[config.mk]
export PLATFORM = sky130hd
export DESIGN_NAME = register_file_mp_flat
export DESIGN_NICKNAME = d
export VERILOG_FILES = /design/src/rtl/register_file_mp_if.sv /design/src/rtl/register_file_mp.sv /design/src/flat_wrapper.sv
export SDC_FILE = /design/constraint.sdc
export NUM_CORES = 2
export LEC_CHECK = 0
export ABC_AREA = 1
export CELL_PAD_IN_SITES_DETAIL_PLACEMENT = 1
export CELL_PAD_IN_SITES_GLOBAL_PLACEMENT = 1
export CORE_ASPECT_RATIO = 1.25
export CORE_UTILIZATION = 46
export DETAILED_ROUTE_END_ITERATION = 7
export GPL_TIMING_DRIVEN = 1
export PLACE_DENSITY = 0.8
export SETUP_SLACK_MARGIN = 0.2
export SLEW_MARGIN = 20
export SYNTH_ARGS = -nofsm -noshare
export SYNTH_HDL_FRONTEND = slang
export SYNTH_SLANG_ARGS = --single-unit
[constraint.sdc]
create_clock -name rf_clk -period 41.5 [get_ports rf_clk]
set_input_delay 8.3 -clock rf_clk [delete_from_list [all_inputs] [get_ports rf_clk]]
set_output_delay 8.3 -clock rf_clk [all_outputs]
set_load 0.01 [all_outputs]
[src/rtl/register_file_mp_if.sv]
// Bus bundle between the issue/writeback pipeline (master) and the register file (slave).
// Read, writeback and issue/scoreboard signals; clock and reset stay outside.
interface register_file_mp_if #(
  parameter int unsigned REG_DATA_W   = 32,
  parameter int unsigned REG_NUMBER   = 32,
  parameter int unsigned ADDR_WIDTH   = $clog2(REG_NUMBER),
  parameter int unsigned NUM_RD_PORTS = 2,
  parameter int unsigned NUM_WR_PORTS = 1
);

  logic [NUM_WR_PORTS-1:0]            wr_en;
  logic [NUM_WR_PORTS*ADDR_WIDTH-1:0] wr_addr;
  logic [NUM_WR_PORTS*REG_DATA_W-1:0] wr_data;
  logic [NUM_RD_PORTS*ADDR_WIDTH-1:0] rd_addr;
  logic [NUM_RD_PORTS*REG_DATA_W-1:0] rd_data;
  logic [NUM_RD_PORTS-1:0]            rd_busy;
  logic                               iss_en;
  logic [ADDR_WIDTH-1:0]              iss_addr;
  logic                               iss_ready;
  logic [REG_NUMBER-1:0]              busy_vec;

  modport master (
    output wr_en, wr_addr, wr_data, rd_addr, iss_en, iss_addr,
    input  rd_data, rd_busy, iss_ready, busy_vec
  );

  modport slave (
    input  wr_en, wr_addr, wr_data, rd_addr, iss_en, iss_addr,
    output rd_data, rd_busy, iss_ready, busy_vec
  );

endinterface

[src/rtl/register_file_mp.sv]
// Multi-port RV32I/RV32E integer register file with a per-register pending-write scoreboard.
// Optional macro RF_BYPASS_EN: same-cycle write-through forwarding to the read ports.
module register_file_mp #(
  parameter int unsigned REG_DATA_W   = 32,
  parameter int unsigned REG_NUMBER   = 32,
  parameter int unsigned ADDR_WIDTH   = $clog2(REG_NUMBER),
  parameter int unsigned NUM_RD_PORTS = 2,
  parameter int unsigned NUM_WR_PORTS = 1
) (
  input  logic              rf_clk,
  input  logic              rf_ares,
  register_file_mp_if.slave rf_bus
);

  logic [REG_DATA_W-1:0] regs_q [REG_NUMBER];
  logic [REG_DATA_W-1:0] regs_d [REG_NUMBER];
  logic [REG_NUMBER-1:0] busy_q;
  logic [REG_NUMBER-1:0] busy_d;

  logic [ADDR_WIDTH-1:0] wr_addr_a [NUM_WR_PORTS];
  logic [REG_DATA_W-1:0] wr_data_a [NUM_WR_PORTS];
  logic [ADDR_WIDTH-1:0] rd_addr_a [NUM_RD_PORTS];
  logic [REG_DATA_W-1:0] rd_data_c [NUM_RD_PORTS];
  logic [NUM_RD_PORTS-1:0] rd_busy_c;

  logic iss_hit_wr_c;
  logic iss_ready_c;
  logic iss_accept_c;

  // Unpack the flat port buses into per-port arrays
  for (genvar k = 0; k < NUM_WR_PORTS; k++) begin : g_wr_unpack
    assign wr_addr_a[k] = rf_bus.wr_addr[k*ADDR_WIDTH +: ADDR_WIDTH];
    assign wr_data_a[k] = rf_bus.wr_data[k*REG_DATA_W +: REG_DATA_W];
  end

  for (genvar p = 0; p < NUM_RD_PORTS; p++) begin : g_rd_pack
    assign rd_addr_a[p] = rf_bus.rd_addr[p*ADDR_WIDTH +: ADDR_WIDTH];
    assign rf_bus.rd_data[p*REG_DATA_W +: REG_DATA_W] = rd_data_c[p];
  end

  // A writeback retiring the destination this cycle removes the WAW hazard
  always_comb begin
    iss_hit_wr_c = 1'b0;
    for (int k = 0; k < NUM_WR_PORTS; k++) begin
      if (rf_bus.wr_en[k] && (wr_addr_a[k] == rf_bus.iss_addr)) begin
        iss_hit_wr_c = 1'b1;
      end
    end
  end

  always_comb begin
    iss_ready_c  = !busy_q[rf_bus.iss_addr] || iss_hit_wr_c ||
                   (rf_bus.iss_addr == ADDR_WIDTH'(0));
    iss_accept_c = rf_bus.iss_en && iss_ready_c && (rf_bus.iss_addr != ADDR_WIDTH'(0));
  end

  // Next state: later ports override earlier ones, issue set overrides writeback clear
  always_comb begin
    regs_d = regs_q;
    busy_d = busy_q;
    for (int k = 0; k < NUM_WR_PORTS; k++) begin
      if (rf_bus.wr_en[k]) begin
        regs_d[wr_addr_a[k]] = wr_data_a[k];
        busy_d[wr_addr_a[k]] = 1'b0;
      end
    end
    if (iss_accept_c) begin
      busy_d[rf_bus.iss_addr] = 1'b1;
    end
    regs_d[0] = '0;
    busy_d[0] = 1'b0;
  end

  always_ff @(posedge rf_clk or posedge rf_ares) begin
    if (rf_ares) begin
      for (int i = 0; i < REG_NUMBER; i++) begin
        regs_q[i] <= '0;
      end
      busy_q <= '0;
    end else begin
      regs_q <= regs_d;
      busy_q <= busy_d;
    end
  end

  // Read ports: zero-latency array access with optional write-through
  always_comb begin
    rd_busy_c = '0;
    for (int p = 0; p < NUM_RD_PORTS; p++) begin
      rd_data_c[p] = regs_q[rd_addr_a[p]];
      rd_busy_c[p] = busy_q[rd_addr_a[p]];
`ifdef RF_BYPASS_EN
      for (int k = 0; k < NUM_WR_PORTS; k++) begin
        if (!rf_ares && rf_bus.wr_en[k] && (wr_addr_a[k] == rd_addr_a[p]) &&
            (rd_addr_a[p] != ADDR_WIDTH'(0))) begin
          rd_data_c[p] = wr_data_a[k];
          rd_busy_c[p] = 1'b0;
        end
      end
`endif
      if (rd_addr_a[p] == ADDR_WIDTH'(0)) begin
        rd_data_c[p] = '0;
        rd_busy_c[p] = 1'b0;
      end
    end
  end

  assign rf_bus.rd_busy   = rd_busy_c;
  assign rf_bus.iss_ready = iss_ready_c;
  assign rf_bus.busy_vec  = busy_q;

endmodule

[src/flat_wrapper.sv]
// flat-port wrapper written by rule: the top's interface ports become plain ports
module register_file_mp_flat 
#(
  parameter int unsigned REG_DATA_W   = 32,
  parameter int unsigned REG_NUMBER   = 32,
  parameter int unsigned ADDR_WIDTH   = $clog2(REG_NUMBER),
  parameter int unsigned NUM_RD_PORTS = 2,
  parameter int unsigned NUM_WR_PORTS = 1
)
  (rf_clk, rf_ares, rf_bus_wr_en, rf_bus_wr_addr, rf_bus_wr_data, rf_bus_rd_addr, rf_bus_iss_en, rf_bus_iss_addr, rf_bus_rd_data, rf_bus_rd_busy, rf_bus_iss_ready, rf_bus_busy_vec);
  register_file_mp_if #(.REG_DATA_W(REG_DATA_W), .REG_NUMBER(REG_NUMBER), .ADDR_WIDTH(ADDR_WIDTH), .NUM_RD_PORTS(NUM_RD_PORTS), .NUM_WR_PORTS(NUM_WR_PORTS)) rf_bus_i ();
  input  logic rf_clk;
  input  logic rf_ares;
  input wire logic [$bits(rf_bus_i.wr_en)-1:0] rf_bus_wr_en;
  input wire logic [$bits(rf_bus_i.wr_addr)-1:0] rf_bus_wr_addr;
  input wire logic [$bits(rf_bus_i.wr_data)-1:0] rf_bus_wr_data;
  input wire logic [$bits(rf_bus_i.rd_addr)-1:0] rf_bus_rd_addr;
  input wire logic [$bits(rf_bus_i.iss_en)-1:0] rf_bus_iss_en;
  input wire logic [$bits(rf_bus_i.iss_addr)-1:0] rf_bus_iss_addr;
  output wire logic [$bits(rf_bus_i.rd_data)-1:0] rf_bus_rd_data;
  output wire logic [$bits(rf_bus_i.rd_busy)-1:0] rf_bus_rd_busy;
  output wire logic [$bits(rf_bus_i.iss_ready)-1:0] rf_bus_iss_ready;
  output wire logic [$bits(rf_bus_i.busy_vec)-1:0] rf_bus_busy_vec;
  assign rf_bus_i.wr_en = rf_bus_wr_en;
  assign rf_bus_i.wr_addr = rf_bus_wr_addr;
  assign rf_bus_i.wr_data = rf_bus_wr_data;
  assign rf_bus_i.rd_addr = rf_bus_rd_addr;
  assign rf_bus_i.iss_en = rf_bus_iss_en;
  assign rf_bus_i.iss_addr = rf_bus_iss_addr;
  assign rf_bus_rd_data = rf_bus_i.rd_data;
  assign rf_bus_rd_busy = rf_bus_i.rd_busy;
  assign rf_bus_iss_ready = rf_bus_i.iss_ready;
  assign rf_bus_busy_vec = rf_bus_i.busy_vec;
  register_file_mp #(.REG_DATA_W(REG_DATA_W), .REG_NUMBER(REG_NUMBER), .ADDR_WIDTH(ADDR_WIDTH), .NUM_RD_PORTS(NUM_RD_PORTS), .NUM_WR_PORTS(NUM_WR_PORTS)) u_core (.rf_clk(rf_clk), .rf_ares(rf_ares), .rf_bus(rf_bus_i));
endmodule
==> report_table.html <==
<table>
<tr><th>Metric</th><th>Value</th></tr>
<tr><th colspan="2">Synthesis</th></tr>
<tr><td>Count of mapped cells out of synthesis</td><td>7528</td></tr>
<tr><td>Synthesized area per cell</td><td>7.35 µm²</td></tr>
<tr><td>Total of flip-flops plus latches after synthesis</td><td>1023</td></tr>
<tr><td>Sequential fraction of the synthesis area</td><td>46.3%</td></tr>
<tr><td>Mapped Nets</td><td>7584</td></tr>
<tr><td>Post-synthesis instance area</td><td>55300 µm²</td></tr>
<tr><td>Yosys warns</td><td>0</td></tr>
<tr><td>Synth unique cells</td><td>27</td></tr>
<tr><th colspan="2">STA</th></tr>
<tr><td>Maximum clock rate</td><td>47.5 MHz</td></tr>
<tr><td>Layout Skew</td><td>0.00581 ns</td></tr>
<tr><td>RSZ-0062 raised after global routing</td><td>false</td></tr>
<tr><td>Final worst hold slack</td><td>0.485 ns</td></tr>
<tr><td>Final Hold Fails</td><td>0</td></tr>
<tr><td>Actual slew at the worst max-slew pin</td><td>1.22 ns</td></tr>
<tr><td>Slew HR</td><td>18.8%</td></tr>
<tr><td>Tcrit/Tclk final</td><td>50.7%</td></tr>
<tr><td>Min cycle time layout</td><td>21.05 ns</td></tr>
<tr><td>Number of endpoints failing setup at the final stage</td><td>0</td></tr>
<tr><td>Setup tns final</td><td>0 ns</td></tr>
<tr><td>Final Max Slew Viols</td><td>0</td></tr>
<tr><th colspan="2">Global routing</th></tr>
<tr><td>Largest net degree at the start of global routing</td><td>189</td></tr>
<tr><td>Initial antenna violation count</td><td>7</td></tr>
<tr><td>Met2 global-route usage</td><td>61.2%</td></tr>
<tr><td>Total GRT Usage</td><td>37.9%</td></tr>
<tr><td>Vias in the first global route</td><td>57600</td></tr>
<tr><td>GRT met1 Usage</td><td>48.7%</td></tr>
<tr><td>Most used routing layer</td><td>met2</td></tr>
<tr><td>Total grt overflow</td><td>0</td></tr>
<tr><td>Met3 layer usage reported by global route</td><td>6.10%</td></tr>
<tr><td>First-pass GRT wire length</td><td>355000 µm</td></tr>
<tr><th colspan="2">Critical path</th></tr>
<tr><td>Cell breakdown of the critical path</td><td>buf_8 -&gt; buf_4 -&gt; buf_12 -&gt; buf_4 -&gt; o21ai_0 -&gt; o22ai_1 -&gt; nand2_1 -&gt; nand3_1 -&gt; nand3_1 -&gt; nand2_1 -&gt; clkdlybuf4s50_1</td></tr>
<tr><td>Reg2reg setup slack</td><td>39.46 ns</td></tr>
<tr><td>Crit path kind</td><td>input port to output port</td></tr>
<tr><td>Largest incremental delay on the critical path</td><td>0.78 ns</td></tr>
<tr><td>Launching element type of the critical path</td><td>input port</td></tr>
<tr><td>Depth of the most critical reg-to-reg path</td><td>11</td></tr>
<tr><td>Worst path bufs/invs</td><td>5</td></tr>
<tr><td>CP top delay family</td><td>buffers and inverters</td></tr>
<tr><td>Top fanout value on the critical path</td><td>188</td></tr>
<tr><td>Reg-to-Reg End</td><td>u_core.rf_bus.busy_vec[6]</td></tr>
<tr><td>Slowest cell on crit path</td><td>sky130_fd_sc_hd__buf_4</td></tr>
<tr><td>Critical path endpoint</td><td>rf_bus_rd_data[26]</td></tr>
<tr><td>Capturing element type of the critical path</td><td>output port</td></tr>
<tr><td>Critical path startpoint</td><td>rf_bus_rd_addr[0]</td></tr>
<tr><td>Arrival time at the worst endpoint</td><td>12.75 ns</td></tr>
<tr><td>Launch instance of the worst register-to-register path</td><td>u_core.rf_bus.busy_vec[25]</td></tr>
<tr><td>Critical path depth</td><td>11</td></tr>
<tr><td>Critical Path RT</td><td>33.20 ns</td></tr>
<tr><th colspan="2">Place</th></tr>
<tr><td>Standard cell area after detailed placement</td><td>56700 µm²</td></tr>
<tr><td>Count of buffers from port buffering</td><td>153</td></tr>
<tr><td>Post-placement cell count</td><td>8576</td></tr>
<tr><td>Placer congestion estimate</td><td>0.840</td></tr>
<tr><td>DPL Wire Length</td><td>118000 µm</td></tr>
<tr><th colspan="2">Route</th></tr>
<tr><td>Number of vias per cell</td><td>6.45</td></tr>
<tr><td>Routed wirelength normalized by instance count</td><td>26.6 µm</td></tr>
<tr><td>DRC errors left</td><td>0</td></tr>
<tr><td>Initial DRC Count</td><td>5828</td></tr>
<tr><td>Remaining antenna violation count after routing</td><td>0</td></tr>
<tr><td>Post-detailed-routing wire length</td><td>234000 µm</td></tr>
<tr><td>Vias</td><td>56700</td></tr>
<tr><td>Iteration count of the initial detailed-routing pass</td><td>6</td></tr>
<tr><th colspan="2">Clock network</th></tr>
<tr><td>Post-CTS Hold Buffers</td><td>0</td></tr>
<tr><td>CTS tree</td><td>done</td></tr>
<tr><td>Buffers inserted by post-CTS timing repair</td><td>0</td></tr>
<tr><td>Post-CTS Resized</td><td>0</td></tr>
<tr><td>Maximum number of buffers from clock root to sink</td><td>3</td></tr>
<tr><td>Worst-skew pair later-pin latency</td><td>0.73 ns</td></tr>
<tr><td>Clock buffers created by TritonCTS</td><td>112</td></tr>
<tr><td># H-tree levels</td><td>3</td></tr>
<tr><td>Total number of clock tree sinks</td><td>1023</td></tr>
<tr><td>Root Buffer</td><td>sky130_fd_sc_hd__clkbuf_16</td></tr>
<tr><td>Clock slew at reported path FFs</td><td>0.06 ns</td></tr>
<tr><th colspan="2">Floorplan</th></tr>
<tr><td>Die Span X</td><td>312 µm</td></tr>
<tr><td>Number of rows created at floorplan</td><td>141</td></tr>
<tr><td>Floorplan die area</td><td>122000 µm²</td></tr>
<tr><td>Floorplan Core Area</td><td>119000 µm²</td></tr>
<tr><td>Number of top-level pins</td><td>155</td></tr>
<tr><td>DIE HEIGHT</td><td>390 µm</td></tr>
<tr><td>Starting Density</td><td>46.6%</td></tr>
<tr><th colspan="2">Power</th></tr>
<tr><td>Leak</td><td>26.8 nW</td></tr>
<tr><td>Power Total</td><td>2.94 mW</td></tr>
<tr><td>Worst IR Drop VDD</td><td>0.0380 mV</td></tr>
<tr><td>Total power per unit cell area</td><td>48.7 nW/µm²</td></tr>
<tr><th colspan="2">Finish</th></tr>
<tr><td>Leading cell type in the layout, fill and taps excluded</td><td>sky130_fd_sc_hd__o21ai_0</td></tr>
<tr><td>Total non-filler cell area in the finished layout</td><td>60400 µm²</td></tr>
<tr><td>Highest-count cells in the layout ignoring fill and taps</td><td>sky130_fd_sc_hd__o21ai_0, sky130_fd_sc_hd__nand2_1, sky130_fd_sc_hd__dfrtp_1</td></tr>
<tr><td>Synth-to-Final Area Change</td><td>9.20%</td></tr>
<tr><td>Number of nets in the layout</td><td>7173</td></tr>
<tr><td>Share of cells above drive strength 1</td><td>4.80%</td></tr>
<tr><td>Post-route non-filler standard cell count</td><td>8789</td></tr>
<tr><th colspan="2">Outcome</th></tr>
<tr><td>Outcome</td><td>complete, no violations</td></tr>
<tr><th colspan="2">Run</th></tr>
<tr><td># Max-Cap Violations</td><td>0</td></tr>
<tr><th colspan="2">Min path</th></tr>
<tr><td>Hold WC Path Type</td><td>flop to flop</td></tr>
</table>
## cell usage after synthesis
master	count	area [µm²]
sky130_fd_sc_hd__o21ai_0	1840	9210
sky130_fd_sc_hd__nand2_1	1637	6140
sky130_fd_sc_hd__dfrtp_1	1023	25600
sky130_fd_sc_hd__nor2_1	541	2030
sky130_fd_sc_hd__clkbuf_1	498	1870
sky130_fd_sc_hd__nand3_1	442	2210
sky130_fd_sc_hd__a21oi_1	411	2060
sky130_fd_sc_hd__inv_1	333	1250
sky130_fd_sc_hd__o22ai_1	254	1590
sky130_fd_sc_hd__buf_2	190	951
sky130_fd_sc_hd__o211ai_1	174	1310
sky130_fd_sc_hd__buf_1	47	176
sky130_fd_sc_hd__a31oi_1	31	194
sky130_fd_sc_hd__o2111ai_1	31	272
sky130_fd_sc_hd__or2_2	31	194
sky130_fd_sc_hd__nor3_1	16	80.1
sky130_fd_sc_hd__buf_4	11	82.6
sky130_fd_sc_hd__inv_2	4	15.0
sky130_fd_sc_hd__nor3_4	3	48.8
sky130_fd_sc_hd__o21ai_1	3	15.0
sky130_fd_sc_hd__nand2_2	2	12.5
sky130_fd_sc_hd__clkinv_1	1	3.75
sky130_fd_sc_hd__conb_1	1	3.75
sky130_fd_sc_hd__nand4_1	1	6.26
sky130_fd_sc_hd__nor3_2	1	10.0
sky130_fd_sc_hd__xnor2_1	1	8.76
sky130_fd_sc_hd__xor2_1	1	8.76
## sequential cells by signal (all words and copies together), names as in the netlist
signal                  cells
u_core.regs_q             992
u_core.rf_bus.busy_vec     31
## worst min path at each step
stage                       startpoint                  to  slack (ns)  depth (start not counted)
floorplan           u_core.regs_q[127]  u_core.regs_q[127]        0.45                          2
global placement    u_core.regs_q[814]  u_core.regs_q[814]        0.47                          2
detailed placement  u_core.regs_q[763]  u_core.regs_q[763]        0.47                          2
CTS                 u_core.regs_q[763]  u_core.regs_q[763]        0.49                          2
global route        u_core.regs_q[569]  u_core.regs_q[569]        0.50                          2
finish              u_core.regs_q[699]  u_core.regs_q[699]        0.48                          2
## power breakdown
| group | leakage [nW] | internal (mW) | switching (mW) |
|---|---|---|---|
| Clock | 1.82 | 0.590 | 0.440 |
| Sequential | 13.2 | 1.19 | 0.150 |
| Combinational | 11.7 | 0.207 | 0.369 |
| Total | 26.8 | 1.98 | 0.959 |
## cell families after synthesis
family / after synthesis / synth area share (%)
compound gates: 2744 / 26.5
xor+xnor: 2 / 0.0317
flops: 1023 / 46.3
simple gates: 2674 / 19.4
buf+inv: 1084 / 7.86
other cells: 1 / 0.00678
## worst reg2reg max path: stages (launching register included)
cell and delay, ns:
sky130_fd_sc_hd__dfrtp_1 0.45, sky130_fd_sc_hd__nand2_1 0.09, sky130_fd_sc_hd__o21ai_0 0.12, sky130_fd_sc_hd__nand2_1 0.10
sky130_fd_sc_hd__nand2_1 0.05, sky130_fd_sc_hd__nand2_1 0.08, sky130_fd_sc_hd__nand2_1 0.06, sky130_fd_sc_hd__nor2_1 0.10
sky130_fd_sc_hd__nand2_1 0.08, sky130_fd_sc_hd__nand2_2 0.48, sky130_fd_sc_hd__nand3_1 0.24, sky130_fd_sc_hd__nand2_1 0.14
## area by class of cell
| cell class | instances | area, µm² |
|---|---|---|
| multi-input cells | 5421 | 25700 |
| well taps | 1573 | 1970 |
| inverters | 338 | 1320 |
| repair buffers | 221 | 2100 |
| clock inverters | 41 | 417 |
| diodes | 3 | 7.51 |
| clock buffers | 169 | 3300 |
| fillers | 14800 | 58300 |
| flip-flops and latches | 1023 | 25600 |
## routing by layer
layer / share of wire, % / wire length, µm
met4: 5.5 / 12800
met1: 40 / 94200
met3: 8.2 / 19000
met5: 0.030 / 71
met2: 46 / 107000
## per-stage QoR
step | setup slack [ns] | util, %
final | 20.45 | 50.9
after CTS | 20.61 | 50.8
after global placement | 20.75 | 47.7
after floorplan | 4.41 | -
after global routing | 20.28 | 50.9
after detailed placement | 20.64 | 47.7
Note: power is estimated with default switching activity, not from simulation.
